===== src/rtl/video_layer_compositor_if.sv =====
// Pixel-stream bundle shared by the layer generators, the compositor and the HDMI encoder.
// The compositor takes the slave side; the generator/encoder side takes master.
interface video_layer_compositor_if #(
  parameter int NUM_LAYERS = 4,
  parameter int COORDSPC   = 16,
  parameter int COLSPC     = 10
);
  logic                         video_enable;
  logic                         vsync;
  logic                         hsync;
  logic                         frame_start;
  logic                         line_start;
  logic [COORDSPC-1:0]          sx;
  logic [COORDSPC-1:0]          sy;
  logic [NUM_LAYERS*COLSPC-1:0] layer_red;
  logic [NUM_LAYERS*COLSPC-1:0] layer_green;
  logic [NUM_LAYERS*COLSPC-1:0] layer_blue;
  logic [NUM_LAYERS-1:0]        layer_en;
  logic [NUM_LAYERS-1:0]        layer_blend;
  logic [COLSPC-1:0]            red;
  logic [COLSPC-1:0]            green;
  logic [COLSPC-1:0]            blue;
  logic                         out_de;
  logic                         out_vsync;
  logic                         out_hsync;
  logic                         out_frame_start;
  logic                         out_line_start;

  modport master (
    output video_enable, vsync, hsync, frame_start, line_start, sx, sy,
           layer_red, layer_green, layer_blue, layer_en, layer_blend,
    input  red, green, blue, out_de, out_vsync, out_hsync, out_frame_start, out_line_start
  );

  modport slave (
    input  video_enable, vsync, hsync, frame_start, line_start, sx, sy,
           layer_red, layer_green, layer_blue, layer_en, layer_blend,
    output red, green, blue, out_de, out_vsync, out_hsync, out_frame_start, out_line_start
  );
endinterface


===== src/rtl/video_layer_compositor.sv =====
// N-layer keyed pixel compositor, bottom-up registered pipeline with LAT = NUM_LAYERS.
// Optional 50% blend per layer is enabled by defining VIDEO_COMPOSITOR_BLEND_EN.
module video_layer_compositor #(
  parameter int                  NUM_LAYERS = 4,
  parameter int                  COORDSPC   = 16,
  parameter int                  COLSPC     = 10,
  parameter logic [COLSPC-1:0]   TRANSP_KEY = '0,
  parameter logic [3*COLSPC-1:0] BG_COLOR   = '0
) (
  input  logic                      video_clk_pix,
  input  logic                      video_rst,
  video_layer_compositor_if.slave   bus
);
  localparam int                  CW   = 3 * COLSPC;
  localparam logic [CW-1:0]       KEY3 = {3{TRANSP_KEY}};
`ifdef VIDEO_COMPOSITOR_BLEND_EN
  localparam int                  EW   = CW + 2;
`else
  localparam int                  EW   = CW + 1;
`endif

`ifdef VIDEO_COMPOSITOR_BLEND_EN
  function automatic logic [CW-1:0] blend_rgb(input logic [CW-1:0] a, input logic [CW-1:0] b);
    logic [COLSPC:0] sum;
    logic [CW-1:0]   res;
    res = '0;
    for (int c = 0; c < 3; c++) begin
      sum = {1'b0, a[c*COLSPC +: COLSPC]} + {1'b0, b[c*COLSPC +: COLSPC]};
      res[c*COLSPC +: COLSPC] = sum[COLSPC:1];
    end
    return res;
  endfunction
`endif

  logic [NUM_LAYERS-1:0] en_shadow_r;
  logic [NUM_LAYERS-1:0] en_eff_s;
  logic [CW-1:0]         acc_r  [NUM_LAYERS];
  logic [CW-1:0]         next_s [NUM_LAYERS];
  logic [4:0]            sync_r [NUM_LAYERS];

  logic [COORDSPC-1:0]   unused_coord_s;
  assign unused_coord_s = bus.sx ^ bus.sy;
`ifndef VIDEO_COMPOSITOR_BLEND_EN
  logic [NUM_LAYERS-1:0] unused_blend_s;
  assign unused_blend_s = bus.layer_blend;
`endif

  // Mask in force for the entering pixel; the frame_start pixel already sees the new mask.
  always_comb begin
    if (bus.frame_start) begin
      en_eff_s = bus.layer_en;
    end else begin
      en_eff_s = en_shadow_r;
    end
  end

  // Enable shadow, reloaded only on frame_start so a frame never tears.
  always_ff @(posedge video_clk_pix) begin
    if (video_rst) begin
      en_shadow_r <= '1;
    end else if (bus.frame_start) begin
      en_shadow_r <= bus.layer_en;
    end else begin
      en_shadow_r <= en_shadow_r;
    end
  end

  for (genvar k = 0; k < NUM_LAYERS; k++) begin : g_layer
    logic [CW-1:0] rgb_s;
    logic [CW-1:0] prev_s;
    logic          opq_s;
    logic [EW-1:0] ent_s;
    logic [EW-1:0] tap_s;

    assign rgb_s = {bus.layer_red[k*COLSPC +: COLSPC],
                    bus.layer_green[k*COLSPC +: COLSPC],
                    bus.layer_blue[k*COLSPC +: COLSPC]};
    // Opacity folds in blanking, so a blanked pixel leaves every layer transparent.
    assign opq_s = bus.video_enable && en_eff_s[k] && (rgb_s != KEY3);
`ifdef VIDEO_COMPOSITOR_BLEND_EN
    assign ent_s = {((k == 0) ? 1'b0 : bus.layer_blend[k]), opq_s, rgb_s};
`else
    assign ent_s = {opq_s, rgb_s};
`endif

    if (k == 0) begin : g_base
      assign tap_s  = ent_s;
      assign prev_s = bus.video_enable ? BG_COLOR : {CW{1'b0}};
    end else begin : g_stack
      logic [EW-1:0] dly_r [k];

      // Layer k waits k cycles so it meets the accumulator of layer k-1 for the same pixel.
      always_ff @(posedge video_clk_pix) begin
        if (video_rst) begin
          for (int j = 0; j < k; j++) begin
            dly_r[j] <= '0;
          end
        end else begin
          dly_r[0] <= ent_s;
          for (int j = 1; j < k; j++) begin
            dly_r[j] <= dly_r[j-1];
          end
        end
      end

      assign tap_s  = dly_r[k-1];
      assign prev_s = acc_r[k-1];
    end

`ifdef VIDEO_COMPOSITOR_BLEND_EN
    assign next_s[k] = !tap_s[CW] ? prev_s :
                       (tap_s[CW+1] ? blend_rgb(tap_s[CW-1:0], prev_s) : tap_s[CW-1:0]);
`else
    assign next_s[k] = tap_s[CW] ? tap_s[CW-1:0] : prev_s;
`endif
  end

  // Composition accumulators, bottom layer first; the last one is the output pixel.
  always_ff @(posedge video_clk_pix) begin
    for (int k = 0; k < NUM_LAYERS; k++) begin
      if (video_rst) begin
        acc_r[k] <= '0;
      end else begin
        acc_r[k] <= next_s[k];
      end
    end
  end

  // Timing signals ride a LAT-deep shift register alongside the pixels.
  always_ff @(posedge video_clk_pix) begin
    if (video_rst) begin
      for (int i = 0; i < NUM_LAYERS; i++) begin
        sync_r[i] <= 5'b00000;
      end
    end else begin
      sync_r[0] <= {bus.video_enable, bus.vsync, bus.hsync, bus.frame_start, bus.line_start};
      for (int i = 1; i < NUM_LAYERS; i++) begin
        sync_r[i] <= sync_r[i-1];
      end
    end
  end

  assign bus.red             = acc_r[NUM_LAYERS-1][2*COLSPC +: COLSPC];
  assign bus.green           = acc_r[NUM_LAYERS-1][COLSPC +: COLSPC];
  assign bus.blue            = acc_r[NUM_LAYERS-1][0 +: COLSPC];
  assign bus.out_de          = sync_r[NUM_LAYERS-1][4];
  assign bus.out_vsync       = sync_r[NUM_LAYERS-1][3];
  assign bus.out_hsync       = sync_r[NUM_LAYERS-1][2];
  assign bus.out_frame_start = sync_r[NUM_LAYERS-1][1];
  assign bus.out_line_start  = sync_r[NUM_LAYERS-1][0];
endmodule

===== src/flat_wrapper.sv =====
// flat-port wrapper written by rule: the top's interface ports become plain ports
module video_layer_compositor_flat 
#(
  parameter int                  NUM_LAYERS = 4,
  parameter int                  COORDSPC   = 16,
  parameter int                  COLSPC     = 10,
  parameter logic [COLSPC-1:0]   TRANSP_KEY = '0,
  parameter logic [3*COLSPC-1:0] BG_COLOR   = '0
)
  (video_clk_pix, video_rst, bus_video_enable, bus_vsync, bus_hsync, bus_frame_start, bus_line_start, bus_sx, bus_sy, bus_layer_red, bus_layer_green, bus_layer_blue, bus_layer_en, bus_layer_blend, bus_red, bus_green, bus_blue, bus_out_de, bus_out_vsync, bus_out_hsync, bus_out_frame_start, bus_out_line_start);
  video_layer_compositor_if #(.NUM_LAYERS(NUM_LAYERS), .COORDSPC(COORDSPC), .COLSPC(COLSPC)) bus_i ();
  input  logic video_clk_pix;
  input  logic video_rst;
  input wire logic [$bits(bus_i.video_enable)-1:0] bus_video_enable;
  input wire logic [$bits(bus_i.vsync)-1:0] bus_vsync;
  input wire logic [$bits(bus_i.hsync)-1:0] bus_hsync;
  input wire logic [$bits(bus_i.frame_start)-1:0] bus_frame_start;
  input wire logic [$bits(bus_i.line_start)-1:0] bus_line_start;
  input wire logic [$bits(bus_i.sx)-1:0] bus_sx;
  input wire logic [$bits(bus_i.sy)-1:0] bus_sy;
  input wire logic [$bits(bus_i.layer_red)-1:0] bus_layer_red;
  input wire logic [$bits(bus_i.layer_green)-1:0] bus_layer_green;
  input wire logic [$bits(bus_i.layer_blue)-1:0] bus_layer_blue;
  input wire logic [$bits(bus_i.layer_en)-1:0] bus_layer_en;
  input wire logic [$bits(bus_i.layer_blend)-1:0] bus_layer_blend;
  output wire logic [$bits(bus_i.red)-1:0] bus_red;
  output wire logic [$bits(bus_i.green)-1:0] bus_green;
  output wire logic [$bits(bus_i.blue)-1:0] bus_blue;
  output wire logic [$bits(bus_i.out_de)-1:0] bus_out_de;
  output wire logic [$bits(bus_i.out_vsync)-1:0] bus_out_vsync;
  output wire logic [$bits(bus_i.out_hsync)-1:0] bus_out_hsync;
  output wire logic [$bits(bus_i.out_frame_start)-1:0] bus_out_frame_start;
  output wire logic [$bits(bus_i.out_line_start)-1:0] bus_out_line_start;
  assign bus_i.video_enable = bus_video_enable;
  assign bus_i.vsync = bus_vsync;
  assign bus_i.hsync = bus_hsync;
  assign bus_i.frame_start = bus_frame_start;
  assign bus_i.line_start = bus_line_start;
  assign bus_i.sx = bus_sx;
  assign bus_i.sy = bus_sy;
  assign bus_i.layer_red = bus_layer_red;
  assign bus_i.layer_green = bus_layer_green;
  assign bus_i.layer_blue = bus_layer_blue;
  assign bus_i.layer_en = bus_layer_en;
  assign bus_i.layer_blend = bus_layer_blend;
  assign bus_red = bus_i.red;
  assign bus_green = bus_i.green;
  assign bus_blue = bus_i.blue;
  assign bus_out_de = bus_i.out_de;
  assign bus_out_vsync = bus_i.out_vsync;
  assign bus_out_hsync = bus_i.out_hsync;
  assign bus_out_frame_start = bus_i.out_frame_start;
  assign bus_out_line_start = bus_i.out_line_start;
  video_layer_compositor #(.NUM_LAYERS(NUM_LAYERS), .COORDSPC(COORDSPC), .COLSPC(COLSPC), .TRANSP_KEY(TRANSP_KEY), .BG_COLOR(BG_COLOR)) u_core (.video_clk_pix(video_clk_pix), .video_rst(video_rst), .bus(bus_i));
endmodule

===== config.mk =====
export PLATFORM = sky130hd
export DESIGN_NAME = video_layer_compositor_flat
export DESIGN_NICKNAME = d
export VERILOG_FILES = /design/src/rtl/video_layer_compositor_if.sv /design/src/rtl/video_layer_compositor.sv /design/src/flat_wrapper.sv
export SDC_FILE = /design/constraint.sdc
export NUM_CORES = 1
export LEC_CHECK = 0
export CAP_MARGIN = 20
export CORE_MARGIN = 2
export CORE_UTILIZATION = 45
export CTS_CLUSTER_SIZE = 10
export DETAILED_ROUTE_END_ITERATION = 8
export PLACE_DENSITY = 0.72
export SYNTH_ARGS = -nofsm -noshare
export SYNTH_HDL_FRONTEND = slang
export SYNTH_SLANG_ARGS = --single-unit

===== constraint.sdc =====
create_clock -name video_clk_pix -period 2.3 [get_ports video_clk_pix]
set_input_delay 0.345 -clock video_clk_pix [delete_from_list [all_inputs] [get_ports video_clk_pix]]
set_output_delay 0.345 -clock video_clk_pix [all_outputs]
set_load 0.02 [all_outputs]

==> results of run 1 <==
## how the worst max path moves through the flow
stage | endpoint | cells past startpoint | slack, ns
floorplan | u_core.g_layer[2].g_stack.dly_r[0][34] | 4 | 1.16
global placement | u_core.acc_r[0][6] | 4 | 0.16
detailed placement | u_core.acc_r[0][23] | 4 | 0.13
CTS | bus_out_de | 1 | 0.46
global route | bus_out_de | 1 | 0.43
finish | bus_out_de | 1 | 0.48
## kinds of logic (layout without fill, tap and decap cells)
family,after synthesis,in the layout,share of synthesized area
compound gates,3,3,0.00317
buf+inv,48,216,0.0223
flops,330,330,0.669
mux,93,93,0.0945
simple gates,360,360,0.211
## power by group through the flow
stage | logic, mW | clock network, mW | registers (mW)
2_1_floorplan | 0.304 | 0 | 6.10
3_5_place_dp | 0.626 | 0 | 6.12
5_1_grt | 0.676 | 5.30 | 6.02
6_report | 0.620 | 4.93 | 6.01
4_1_cts | 0.629 | 5.06 | 6.01
3_3_place_gp | 0.619 | 0 | 6.12
## area by class of cell
| type | count | area (um2) |
|---|---|---|
| multi-input cells | 456 | 3050 |
| repair buffers | 175 | 1770 |
| fillers | 1770 | 8930 |
| well taps | 280 | 350 |
| clock buffers | 38 | 951 |
| flip-flops and latches | 330 | 6610 |
| clock inverters | 3 | 33.8 |
## cell usage after synthesis
cell type  count
and2_1        31
and2b_1       41
buf_2         20
buf_4          1
buf_6          1
clkbuf_1      23
clkbuf_2       3
dfxtp_1      330
mux2_2         2
mux2i_1       91
nand2b_1       1
nand4_1        6
nor2_1        93
nor2b_1      162
nor2b_2        1
nor2b_4        1
nor4_1        21
o211a_1        2
o221a_2        1
or2_2          2
or3_1          1
## registers in the layout, indices dropped and copies added (netlist names)
| register | count |
|---|---|
| u_core.acc_r | 120 |
| u_core.en_shadow_r | 4 |
| u_core.g_layer.g_stack.dly_r | 186 |
| u_core.sync_r | 20 |
## routing by layer
layer / vias up / GRT usage / wire (um)
met4: 0 / 0.0636 / 445
met2: 141 / 0.244 / 8090
met1: 2486 / 0.199 / 8340
met5: - / 0 / 0
met3: 38 / 0.0308 / 800
li1: 2964 / - / -
## metrics by stage
step	cell area [um2]	total power [mW]	util
floorplan	9870	6.41	-
global placement	11800	6.74	0.543
detailed placement	11800	6.75	0.543
CTS	12800	11.7	0.588
global route	12800	12.0	0.588
finish	12800	11.6	0.588
==> impl_metrics.py, run 1 <==
metrics = {
    "run_status": {
        "status": "finished clean",
    },
    "sta": {
        "min_period_ns": 1.82,
        "fmaxAchievable_ghz": 0.548,
        "worst_hold_slack_ns": 0.127,
        "slew_headroom": 0.371,
        "worstMarginPinSlew_ns": 0.939,
        "rsz0062_at_grt": "no",
        "finClkSkew_ns": 0.0124,
        "setup_viol": 0,
        "drv_slew": 0,
        "hold_viol": 0,
        "fin_crit_sh": 0.793,
        "fin_setup_tns_ns": 0,
        "setup_ws_ns": 0.475,
    },
    "route": {
        "via_count": 5629,
        "drt_iter0_drc": 213,
        "drc": 0,
        "vias_per_cell": 4.39,
        "wire_per_inst_um": 13.8,
        "drtPass1Iterations": 4,
        "drtAntennaViolNets": 0,
        "routed_wirelength_um": 17700,
    },
    "cts": {
        "post-cts-setup-buffer-count": 0,
        "htreeDepth": 2,
        "clk_pin_slew_ns": 0.05,
        "clk_latency_ns": 0.51,
        "ctsHoldBuffers": 0,
        "cts_tree": "done",
        "root_buffer": "clkbuf_16",
        "cts_resized": 0,
        "cts_sinks": 330,
        "clockBufferDepth": 3,
        "numCtsBuffers": 38,
    },
    "place": {
        "io_buffer_count": 165,
        "dp.cells": 1241,
        "gp_congestion": 0.825,
        "dpl.hpwl_um": 12100,
        "post-place-ws_ns": 0.135,
    },
    "floorplanning": {
        "dieArea_um2": 23100,
        "core-area_um2": 21700,
        "die_x_um": 152,
        "boundaryPins": 202,
        "die_h_um": 152,
        "start_util": 0.455,
        "row_count": 54,
    },
    "global_routing": {
        "grt_antenna_before_repair": 0,
        "grt_pass1_vias": 5592,
        "grt_max_degree": 142,
        "grt_usage": 0.151,
        "grt-ovfl-total": 0,
        "grt_pass1_wl_um": 28200,
    },
    "yosys": {
        "syn_avg_cell_area_um2": 11.8,
        "synth_seq_cells": 330,
        "synth_nets": 1001,
        "synth_warnings": 0,
        "synth_area_leaders": "dfxtp_1 (67%), nor2b_1 (10%), mux2i_1 (9.2%)",
        "syn_inst": 834,
        "synth_cell_types": 21,
        "synth_area_um2": 9870,
        "synth_top_area_frac": 0.669,
        "ys_seq_area_frac": 0.669,
        "synth_largest_area_cell": "dfxtp_1",
    },
    "power": {
        "switchingPower_mw": 2.31,
        "pwr-share-seq": 0.520,
        "p_clk_frac": 0.427,
        "ir_drop_mv": 0.474,
        "cellInternalPower_mw": 9.24,
        "leakagePower_nw": 4.96,
        "p_comb_frac": 0.054,
        "p_sw_frac": 0.200,
        "p_per_area_nw_per_um2": 906,
    },
    "setup_path": {
        "r2r_end": "u_core.acc_r[0][2]",
        "cp_max_fo": 1,
        "crit_family": "buffers and inverters",
        "rrSetupSlack_ns": 0.82,
        "crit_arrival_ns": 1.48,
        "max_stage_delay_ns": 0.62,
        "r2r_start": "u_core.en_shadow_r[0]",
        "crit_required_ns": 1.96,
        "crit_path_end_kind": "primary output",
        "slowest_stage": "clkdlybuf4s50_1",
        "crit_type": "flop to primary output",
        "startpoint": "u_core.sync_r[3][4]",
        "worst-path-buf-inv": 1,
        "critPathLaunchType": "flop",
        "cp_cell_sequence": "clkdlybuf4s50_1",
        "reg2regPathDepth": 3,
    },
    "hold_path": {
        "hold_depth": 2,
        "hp-start": "video_rst",
        "hp-class": "input pin to flop",
        "min_to": "u_core.sync_r[0][4]",
    },
    "layout": {
        "final_common_cell": "dfxtp_1",
        "n_antenna_cell": 0,
        "fin_nets": 1168,
        "stdcell_count": 1282,
        "most-common-layout-cells": "dfxtp_1 (327), clkdlybuf4s50_1 (164), nor2b_1 (162)",
        "area_delta_synth_final_pct": 29.2,
        "layout-drive-gt1-share": 0.0619,
    },
    "flow_run": {
        "maxCapViolations": 0,
    },
}
Power figures use the tool's default switching activity.
==> run 2, diff against run 1 <==
Settings changed: PLACE_DENSITY 0.72 to 0.75.
Clock period 2.3 ns to 1.45 ns, I/O delays scaled along.
==> run 2 against run 1 <==
Clock skew rose by 0.010 ns; core utilization rose by 1.1 points; design area rose by 1.9%; via count rose by 1.9%; clock power rose by 59%; sequential power rose by 58%; clock-buffer cell count rose by 1; cell count rose by 2.3%; hold slack got worse by 0.055 ns; total power rose by 59%; sequential share of layout area fell by 0.94 points; die area did not move.
==> impl_metrics.py, run 2 (synthesis gave the netlist of run 1 again) <==
metrics = {
    "run_status": {
        "status": "finished clean",
    },
    "route": {
        "drc": 0,
        "drtAntennaViolNets": 0,
        "via_count": 5737,
        "drt_iter0_drc": 227,
        "vias_per_cell": 4.38,
        "drtPass1Iterations": 4,
        "wire_per_inst_um": 13.9,
        "routed_wirelength_um": 18200,
    },
    "cts": {
        "cts_sinks": 330,
        "clockBufferDepth": 3,
        "numCtsBuffers": 38,
        "clk_pin_slew_ns": 0.05,
        "cts_tree": "done",
        "clk_latency_ns": 0.50,
        "ctsHoldBuffers": 0,
        "htreeDepth": 2,
        "root_buffer": "clkbuf_16",
    },
    "sta": {
        "fin_crit_sh": 0.961,
        "rsz0062_at_grt": "no",
        "slew_headroom": 0.662,
        "worstMarginPinSlew_ns": 0.506,
        "finClkSkew_ns": 0.0226,
        "min_period_ns": 1.39,
        "setup_viol": 0,
        "hold_viol": 0,
        "fmaxAchievable_ghz": 0.718,
        "fin_setup_tns_ns": 0,
        "drv_slew": 0,
    },
    "global_routing": {
        "grt_usage": 0.158,
        "grt_max_degree": 86,
        "grt_pass1_vias": 5938,
        "grt_antenna_before_repair": 0,
        "grt_pass1_wl_um": 29500,
        "grt-ovfl-total": 0,
    },
    "floorplanning": {
        "boundaryPins": 202,
        "row_count": 54,
        "die_x_um": 152,
        "dieArea_um2": 23100,
        "start_util": 0.455,
        "die_h_um": 152,
        "core-area_um2": 21700,
    },
    "place": {
        "dpl.hpwl_um": 12700,
        "gp_congestion": 0.786,
        "io_buffer_count": 165,
        "place_area_um2": 12000,
    },
    "setup_path": {
        "r2r_start": "u_core.g_layer[1].g_stack.dly_r[0][30]",
        "worst-path-buf-inv": 1,
        "rrSetupSlack_ns": 0.24,
        "crit_family": "buffers and inverters",
        "crit_type": "flop to primary output",
        "crit_path_end_kind": "primary output",
        "cp_max_fo": 1,
        "crit_arrival_ns": 1.18,
        "critPathLaunchType": "flop",
        "slowest_stage": "dlygate4sd2_1",
        "reg2regPathDepth": 3,
        "max_stage_delay_ns": 0.35,
        "crit_required_ns": 1.23,
        "r2r_end": "u_core.acc_r[1][12]",
        "cp_cell_sequence": "dlygate4sd2_1",
    },
    "layout": {
        "top_regs": "u_core.g_layer.g_stack.dly_r x186, u_core.acc_r x120, u_core.sync_r x20",
        "final_cell_area_um2": 13000,
        "final_common_cell": "dfxtp_1",
        "largest_register_ffs": 186,
        "layout-drive-gt1-share": 0.0883,
        "most-common-layout-cells": "dfxtp_1 (327), nor2b_1 (162), clkdlybuf4s50_1 (129)",
        "area_delta_synth_final_pct": 31.6,
        "top_register": "u_core.g_layer.g_stack.dly_r",
        "fin_nets": 1198,
        "n_antenna_cell": 0,
    },
    "hold_path": {
        "hold_depth": 3,
        "hp-class": "input pin to flop",
        "hp-start": "video_rst",
        "min_to": "u_core.sync_r[0][4]",
    },
    "power": {
        "ir_drop_mv": 0.697,
        "leakagePower_nw": 5.29,
        "p_per_area_nw_per_um2": 1420,
    },
    "flow_run": {
        "maxCapViolations": 0,
    },
}
==> run 2: cell count changes in the layout (fill, tap and decap cells not counted), sizes merged <==
cell / before / now
clkinv: 1 / 0
clkbuf: 39 / 40
dlygate4sd2: 0 / 35
clkdlybuf4s50: 164 / 129
inv: 2 / 1
buf: 10 / 40
==> run 2: metal layers <==
metal  share of wire  up-vias  track usage
met2            0.46      126        0.262
met4           0.029        0       0.0690
met5               0        -            0
met1            0.47     2546        0.206
met3           0.036       44       0.0257
li1                -     3021            -
==> run 2: worst max-delay path by stage <==
stage | startpoint | to | depth (start not counted)
after floorplan | video_rst | u_core.g_layer[2].g_stack.dly_r[0][34] | 4
after global placement | bus_frame_start | u_core.acc_r[0][5] | 4
after detailed placement | bus_frame_start | u_core.acc_r[0][13] | 4
after CTS | u_core.acc_r[3][3] | bus_blue[3] | 1
after global routing | u_core.acc_r[3][3] | bus_blue[3] | 1
final | u_core.sync_r[3][4] | bus_out_de | 1
==> run 2: cell type report <==
cell class | instances | area [um2]
fill | 1743 | 8690
sequential | 330 | 6610
clock inverter | 1 | 8.76
clock buffer | 39 | 976
timing repair buffer | 205 | 2000
multi-input combinational | 456 | 3050
tap | 280 | 350
==> run 2: tightest hold or removal path: stages <==
cell and delay, ns:
clkbuf_8 0.11, nor2b_4 0.04, buf_4 0.15
==> run 2: repair_timing <==
item	4_1_cts	5_1_grt
endpoints found under the setup margin	47	0
resized for setup	36	0
setup buffers	0	0
==> run 2: power by group <==
part | total [mW] | switching [mW] | internal (mW)
logic | 1.06 | 0.411 | 0.650
registers | 9.52 | 0.0942 | 9.43
clock network | 7.84 | 3.13 | 4.71
==> run 2: metrics by stage <==
step	utilization	power, mW	worst slack, ns	hold slack [ns]	std cells
after floorplan	-	10.2	0.438	0.339	834
after global routing	0.599	19.1	0.0148	0.0597	1311
after global placement	0.556	10.8	-0.471	0.413	1271
after CTS	0.599	18.6	0.0377	0.0571	1311
after detailed placement	0.556	10.8	-0.483	0.418	1271
final	0.599	18.4	0.0571	0.0721	1311
